==> src/rtl/message_slicer.sv <==
`default_nettype none
// +------------------------------------------------------------------------+
// | message_slicer: buffers N_SLICES*WIDTH-bit messages in a circular FIFO  |
// | and emits them MSB-first, one WIDTH-bit slice per clock.                |
// | Revision: 1.0                                                          |
// +------------------------------------------------------------------------+
module message_slicer #(
  parameter int N_SLICES          = 2,
  parameter int WIDTH             = 32,
  parameter int BUFFER_LENGTH     = 8,
  parameter int LOG_BUFFER_LENGTH = 3
) (
  input  logic                      clk,
  input  logic                      rst_n,
  input  logic [N_SLICES*WIDTH-1:0] in_data,
  input  logic                      in_nd,
  output logic [WIDTH-1:0]          out_data,
  output logic                      out_nd,
  output logic                      error
);

  localparam int MSG_W   = N_SLICES * WIDTH;
  localparam int SLICE_W = (N_SLICES > 1) ? $clog2(N_SLICES) : 1;
  localparam int PTR_W   = LOG_BUFFER_LENGTH;
  localparam int CNT_W   = LOG_BUFFER_LENGTH + 1;

  localparam logic [SLICE_W-1:0] LAST_SLICE = SLICE_W'(N_SLICES - 1);
  localparam logic [CNT_W-1:0]   FULL_COUNT = CNT_W'(BUFFER_LENGTH);

  logic [MSG_W-1:0]   mem_q [BUFFER_LENGTH];
  logic [MSG_W-1:0]   mem_d [BUFFER_LENGTH];
  logic [PTR_W-1:0]   wr_ptr_q, wr_ptr_d;
  logic [PTR_W-1:0]   rd_ptr_q, rd_ptr_d;
  logic [CNT_W-1:0]   count_q, count_d;
  logic [SLICE_W-1:0] slice_cnt_q, slice_cnt_d;
  logic [WIDTH-1:0]   out_data_q, out_data_d;
  logic               out_nd_q, out_nd_d;
  logic               error_q, error_d;

  logic [MSG_W-1:0]   w_head;
  logic [WIDTH-1:0]   w_slice;
  logic               w_not_empty;
  logic               w_full;
  logic               w_pop;
  logic               w_wr;
  logic               w_overflow;

  always_comb begin
    w_head  = mem_q[rd_ptr_q];
    w_slice = '0;
    // Slice 0 lives in the most significant WIDTH bits of the message.
    for (int i = 0; i < N_SLICES; i++) begin
      if (slice_cnt_q == SLICE_W'(i)) begin
        w_slice = w_head[(N_SLICES-1-i)*WIDTH +: WIDTH];
      end
    end

    w_not_empty = (count_q != '0);
    w_full      = (count_q == FULL_COUNT);
    w_pop       = w_not_empty && (slice_cnt_q == LAST_SLICE);
    // A full buffer still accepts a write when the head is popped on the same edge.
    w_wr        = in_nd && (!w_full || w_pop);
    w_overflow  = in_nd && w_full && !w_pop;
  end

  always_comb begin
    mem_d       = mem_q;
    wr_ptr_d    = wr_ptr_q;
    rd_ptr_d    = rd_ptr_q;
    count_d     = count_q;
    slice_cnt_d = slice_cnt_q;
    out_data_d  = out_data_q;
    out_nd_d    = w_not_empty;
    error_d     = error_q | w_overflow;

    if (w_wr) begin
      mem_d[wr_ptr_q] = in_data;
      wr_ptr_d        = wr_ptr_q + PTR_W'(1);
    end

    if (w_not_empty) begin
      out_data_d = w_slice;
      if (w_pop) begin
        slice_cnt_d = '0;
        rd_ptr_d    = rd_ptr_q + PTR_W'(1);
      end else begin
        slice_cnt_d = slice_cnt_q + SLICE_W'(1);
      end
    end

    case ({w_wr, w_pop})
      2'b10:   count_d = count_q + CNT_W'(1);
      2'b01:   count_d = count_q - CNT_W'(1);
      default: count_d = count_q;
    endcase
  end

  // Storage needs no reset: the pointers and occupancy define what is valid.
  always_ff @(posedge clk) begin
    mem_q <= mem_d;
  end

  always_ff @(posedge clk) begin
    if (!rst_n) begin
      wr_ptr_q    <= '0;
      rd_ptr_q    <= '0;
      count_q     <= '0;
      slice_cnt_q <= '0;
      out_data_q  <= '0;
      out_nd_q    <= 1'b0;
      error_q     <= 1'b0;
    end else begin
      wr_ptr_q    <= wr_ptr_d;
      rd_ptr_q    <= rd_ptr_d;
      count_q     <= count_d;
      slice_cnt_q <= slice_cnt_d;
      out_data_q  <= out_data_d;
      out_nd_q    <= out_nd_d;
      error_q     <= error_d;
    end
  end

  assign out_data = out_data_q;
  assign out_nd   = out_nd_q;
  assign error    = error_q;

endmodule
`default_nettype wire

==> config.mk <==
export PLATFORM = sky130hd
export DESIGN_NAME = message_slicer
export DESIGN_NICKNAME = d
export VERILOG_FILES = /design/src/rtl/message_slicer.sv
export SDC_FILE = /design/constraint.sdc
export NUM_CORES = 1
export LEC_CHECK = 0
export ABC_CLOCK_PERIOD_IN_PS = 8100
export CORE_MARGIN = 2
export CORE_UTILIZATION = 46
export DETAILED_ROUTE_END_ITERATION = 10
export PLACE_DENSITY = 0.65
export SLEW_MARGIN = 40
export SYNTH_ARGS = -nofsm -noshare
export SYNTH_HDL_FRONTEND = slang
export SYNTH_SLANG_ARGS = --single-unit
==> constraint.sdc <==
create_clock -name clk -period 8.1 [get_ports clk]
set_input_delay 1.215 -clock clk [delete_from_list [all_inputs] [get_ports clk]]
set_output_delay 1.215 -clock clk [all_outputs]
set_load 0.03 [all_outputs]
# == After elaboration in Yosys (flattened, before gate mapping) ==
# Index checks and enable logic that the tools add are counted.
# word_totals
regBits,557
inputBits,67
# classes
addsub,5
n_mux,9
reduce_logical,11
n_bitwise,3
eq_ne,3
magnitude_cmp,3
# op_table
operator,n
512-bit bitwise mux,1
64-bit binary-select mux with 3-bit select,1
64-bit demux with 3-bit select,1
64-bit two-way mux,3
32-bit two-way mux,1
4-bit greater-or-equal comparator (second input constant),2
3-bit inverter with 4-bit output,2
4-bit one-hot mux with 2 select lines,1
3-bit by 1-bit adder with 3-bit output (second input constant),2
1-bit logical AND,5
4-bit by 1-bit adder with 4-bit output (second input constant),1
4-bit equality test (second input constant),1
4-bit by 1-bit less-than comparator with 1-bit output (second input constant),1
4-bit nonzero test,1
4-bit by 1-bit subtractor with 4-bit output (second input constant),1
2-bit by 1-bit equality test with 1-bit output (second input constant),1
2-bit equality test (second input constant),1
1-bit logical NOT,2
2-bit AND reduction,1
2-bit nonzero test,1
1-bit adder (second input constant),1
1-bit logical OR,1
1-bit two-way mux,1
1-bit bitwise OR,1

# == Logic depth before layout (Yosys ltp) ==
# logic_depth
ltp_word,6
depth_mapped,12
depth_no_buf,10

# == Worst setup path after synthesis ==
# OpenSTA, ideal clock, no wires.
# synth_timing
path_type,input to register
startpoint,input port in_nd
endpoint,register mem_q[448] in the netlist's numbering (enable)
slack_ns,1.504
cell_stages,3
setup_ns,0.565
arrival_time_ns,6.031
n_path_buf,0
path_cell_list,o21ai_1 > or2_2 > nor3_1
# synth_between
elab_chain_len,1
# synth_lines
item,line_no,text
start: declaration,16,"input logic in_nd,"
1-bit logical AND,62,w_wr = in_nd && (!w_full || w_pop);
end signal: assignment,100,mem_q <= mem_d;
end: declaration,30,logic [MSG_W-1:0] mem_q [BUFFER_LENGTH];
# No other way between the ends.
# A chain may end at the register's enable or synchronous reset.

# == Worst setup path after layout ==
# layout_timing
startpoint,input port in_nd
endpoint,register mem_q[121] in the netlist's numbering (enable)
# Same word-level chain as after synthesis.

==> results.json <==
{
  "viasPerCell": 5.54,
  "drv_slew": 0,
  "dp_hpwl_mm": 21.2,
  "hp-class": "flip-flop to flip-flop",
  "cts_hold_buf": 0,
  "maxCapViolCount": 0,
  "multiInputGateArea_sq_um": 4590,
  "ys_ff_latch": 557,
  "synth_area_per_cell_sq_um": 22.6,
  "finalCritPeriodShare": 0.429,
  "core_area_sq_um": 45400,
  "clkSinkCount": 557,
  "grt_max_degree": 65,
  "fin_nets": 1129,
  "path_clk_slew_ps": 60,
  "cts_resized": 0,
  "antenna_found_initial": 3,
  "dieWidth_um": 218,
  "critPathRequiredTime_ps": 8310,
  "vias": 9427,
  "syn-cell-area_sq_um": 21100,
  "p_sw_frac": 0.257,
  "firstDrtPassIters": 7,
  "initial_core_util": 0.465,
  "track_usage": 0.170,
  "num_rows": 78,
  "setup_viol": 0,
  "cts_buffer_depth": 3,
  "die_area_sq_um": 47700,
  "vdd_drop_max_v": 0.000164,
  "path_max_fanout": 44,
  "ant_nets": 0,
  "synthTopCellsByArea": "edfxtp_1 (73%), mux4_2 (14%), dfxtp_1 (4.3%)",
  "place_ws_ps": 4000,
  "drcViolationCount": 0,
  "cts_tree": "built",
  "worst-path-buf-inv": 2,
  "p_leak_nw": 7.55,
  "cp_cell_sequence": "clkdlybuf4s50_1, o21ai_1, or2_2, nor2_4, buf_4",
  "ios": 101,
  "tightest_slew_ps": 833,
  "dr_wl_met2_mm": 20.3,
  "fp.dieH_um": 218,
  "met1_length_mm": 16.5,
  "hold_viol": 0,
  "cts_buffers": 54,
  "layout-drive-gt1-share": 0.243,
  "power_density_nw_per_um2": 290,
  "syn_inst": 933,
  "timing.critical_path.slowest_cell_delay_ps": 700,
  "clkPwrFrac": 0.337,
  "wl_mm": 39.5,
  "fmax_mhz": 288,
  "cp_slowest_cell": "buf_4",
  "synth_most_common_cell": "edfxtp_1",
  "grt_pass1_wl_mm": 60.3,
  "avgRoutedWirePerCell_um": 23.2,
  "whs_ps": 467,
  "seqPwrFrac": 0.480,
  "insertion_delay_ps": 600,
  "htreeDepth": 2,
  "setup_slack_ps": 4630,
  "critPathKind": "primary input to flip-flop",
  "highest_layer": "met5",
  "regArea_sq_um": 16300,
  "status": "finished, final reports clean",
  "post-route-min-period_ps": 3470,
  "skew_ps": 21.6,
  "first_global_vias": 9994,
  "syn_nets": 1005,
  "ys_types": 36,
  "root_buffer": "clkbuf_16",
  "worst_setup_path_start_kind": "primary input",
  "synth_edf_count": 512,
  "overflow": 0,
  "p_int_mw": 5.28,
  "rsz0062_at_grt": "no",
  "dominantRegCellSynth": "edfxtp_1",
  "synth_common_cells": "edfxtp_1 (512), mux4_2 (128), mux2i_1 (66)",
  "ys_seq_area_frac": 0.770,
  "p_switching_mw": 1.83,
  "yosysTopAreaCell": "edfxtp_1",
  "fin_tns_setup_ps": 0,
  "port_buffers": 100,
  "routabilityCongestion": 0.699,
  "ys_async_sr_fraction": 0,
  "slew_headroom": 0.445,
  "critPathTopFamily": "buffers and inverters",
  "worstPathArrival_ps": 3680,
  "yosysTopAreaCellShare": 0.728,
  "wl_met3_mm": 1.94,
  "num-fill-cells": 3409,
  "yosysWarnings": 0,
  "combPwrFrac": 0.183,
  "area_growth_pct": 16.2,
  "postCtsSetupBuffers": 0,
  "dr.first_iter.drc_count": 691,
  "end_kind": "flip-flop"
}
## cells by family (layout without fill, tap and decap cells)
group / Yosys count / in the layout / synth area share
xor+xnor: 6 / 6 / 0.00249
compound gates: 45 / 45 / 0.0256
mux: 194 / 194 / 0.168
buf+inv: 53 / 221 / 0.0150
fa+ha+maj: 5 / 5 / 0.00296
flops: 557 / 557 / 0.770
simple gates: 73 / 73 / 0.0158
other cells: 0 / 1 / 0
## metrics by stage
stage | power, mW | cells | instance area [sq um] | util
after detailed placement | 4.80 | 1600 | 22800 | 0.503
final | 7.11 | 1702 | 24500 | 0.541
after floorplan | 4.45 | 933 | 21100 | -
after CTS | 7.20 | 1700 | 24500 | 0.540
after global routing | 7.40 | 1702 | 24500 | 0.541
after global placement | 4.77 | 1599 | 22800 | 0.502
## final timing paths
kind	from	endpoint	slack (ps)	cells past startpoint
worst max register to register	slice_cnt_q$_SDFFE_PN0N_	mem_q[121]$_DFFE_PP_	4710	5
worst max-delay path	in_nd	mem_q[121]$_DFFE_PP_	4630	5
worst min-delay path	out_data[2]$_SDFFE_PN0N_	out_data[2]$_SDFFE_PN0N_	470	2
worst min register to register	out_data[2]$_SDFFE_PN0N_	out_data[2]$_SDFFE_PN0N_	470	2
## power by group through the flow
stage / clock (mW) / combinational [mW] / sequential, mW
5_1_grt: 2.57 / 1.41 / 3.43
3_5_place_dp: 0 / 1.33 / 3.47
6_report: 2.40 / 1.30 / 3.41
4_1_cts: 2.45 / 1.33 / 3.42
3_3_place_gp: 0 / 1.30 / 3.47
2_1_floorplan: 0 / 0.980 / 3.47
## cells in the final DEF, fill, tap and decap left out, drive strengths merged
cell type / netlist / final
or4: 1 / 1
a21oi: 6 / 6
edfxtp: 512 / 512
nand2b: 3 / 3
nand2: 37 / 37
nor2b: 1 / 1
nor4bb: 1 / 1
nand3: 5 / 5
or3: 2 / 2
a21o: 1 / 1
or2: 2 / 2
clkinv: 0 / 24
o211ai: 2 / 2
nor4b: 1 / 1
nor3: 3 / 3
diode: 0 / 1
mux4: 128 / 128
clkinvlp: 0 / 1
ha: 5 / 5
bufinv: 0 / 3
o221ai: 32 / 32
buf: 38 / 18
dfxtp: 45 / 45
xor2: 6 / 6
clkbuf: 12 / 70
clkdlybuf4s50: 0 / 100
mux2i: 66 / 66
inv: 3 / 5
o21ai: 4 / 4
nor2: 17 / 17
## area by class of cell
type / count / share of cell area
multi-input combinational: 323 / 0.187
sequential: 557 / 0.664
inverter: 3 / 0.000459
clock buffer: 70 / 0.0600
tap: 600 / 0.0306
antenna: 1 / 0.000102
timing repair buffer: 118 / 0.0487
clock inverter: 30 / 0.00928
## routing by layer
layer  global-route usage  vias to the layer above
li1                     -                     4167
met1                0.218                     4991
met2                0.296                      205
met3               0.0370                       60
met4               0.0440                        4
met5                    0                        -
## worst register-to-register path: cells and delay by family (launching register included)
family	cells	cell delay, ps
and+or+nand+nor	3	1270
DFF	1	840
buffers and inverters	1	700
AOI/OAI and AO/OA	1	170
## state kept, by name (all words and copies together), names as in the netlist
name	cells
count_q	4
error	1
mem_q	512
out_data	32
out_nd	1
rd_ptr_q	3
slice_cnt_q	1
wr_ptr_q	3
(Power assumes the default switching activity.)
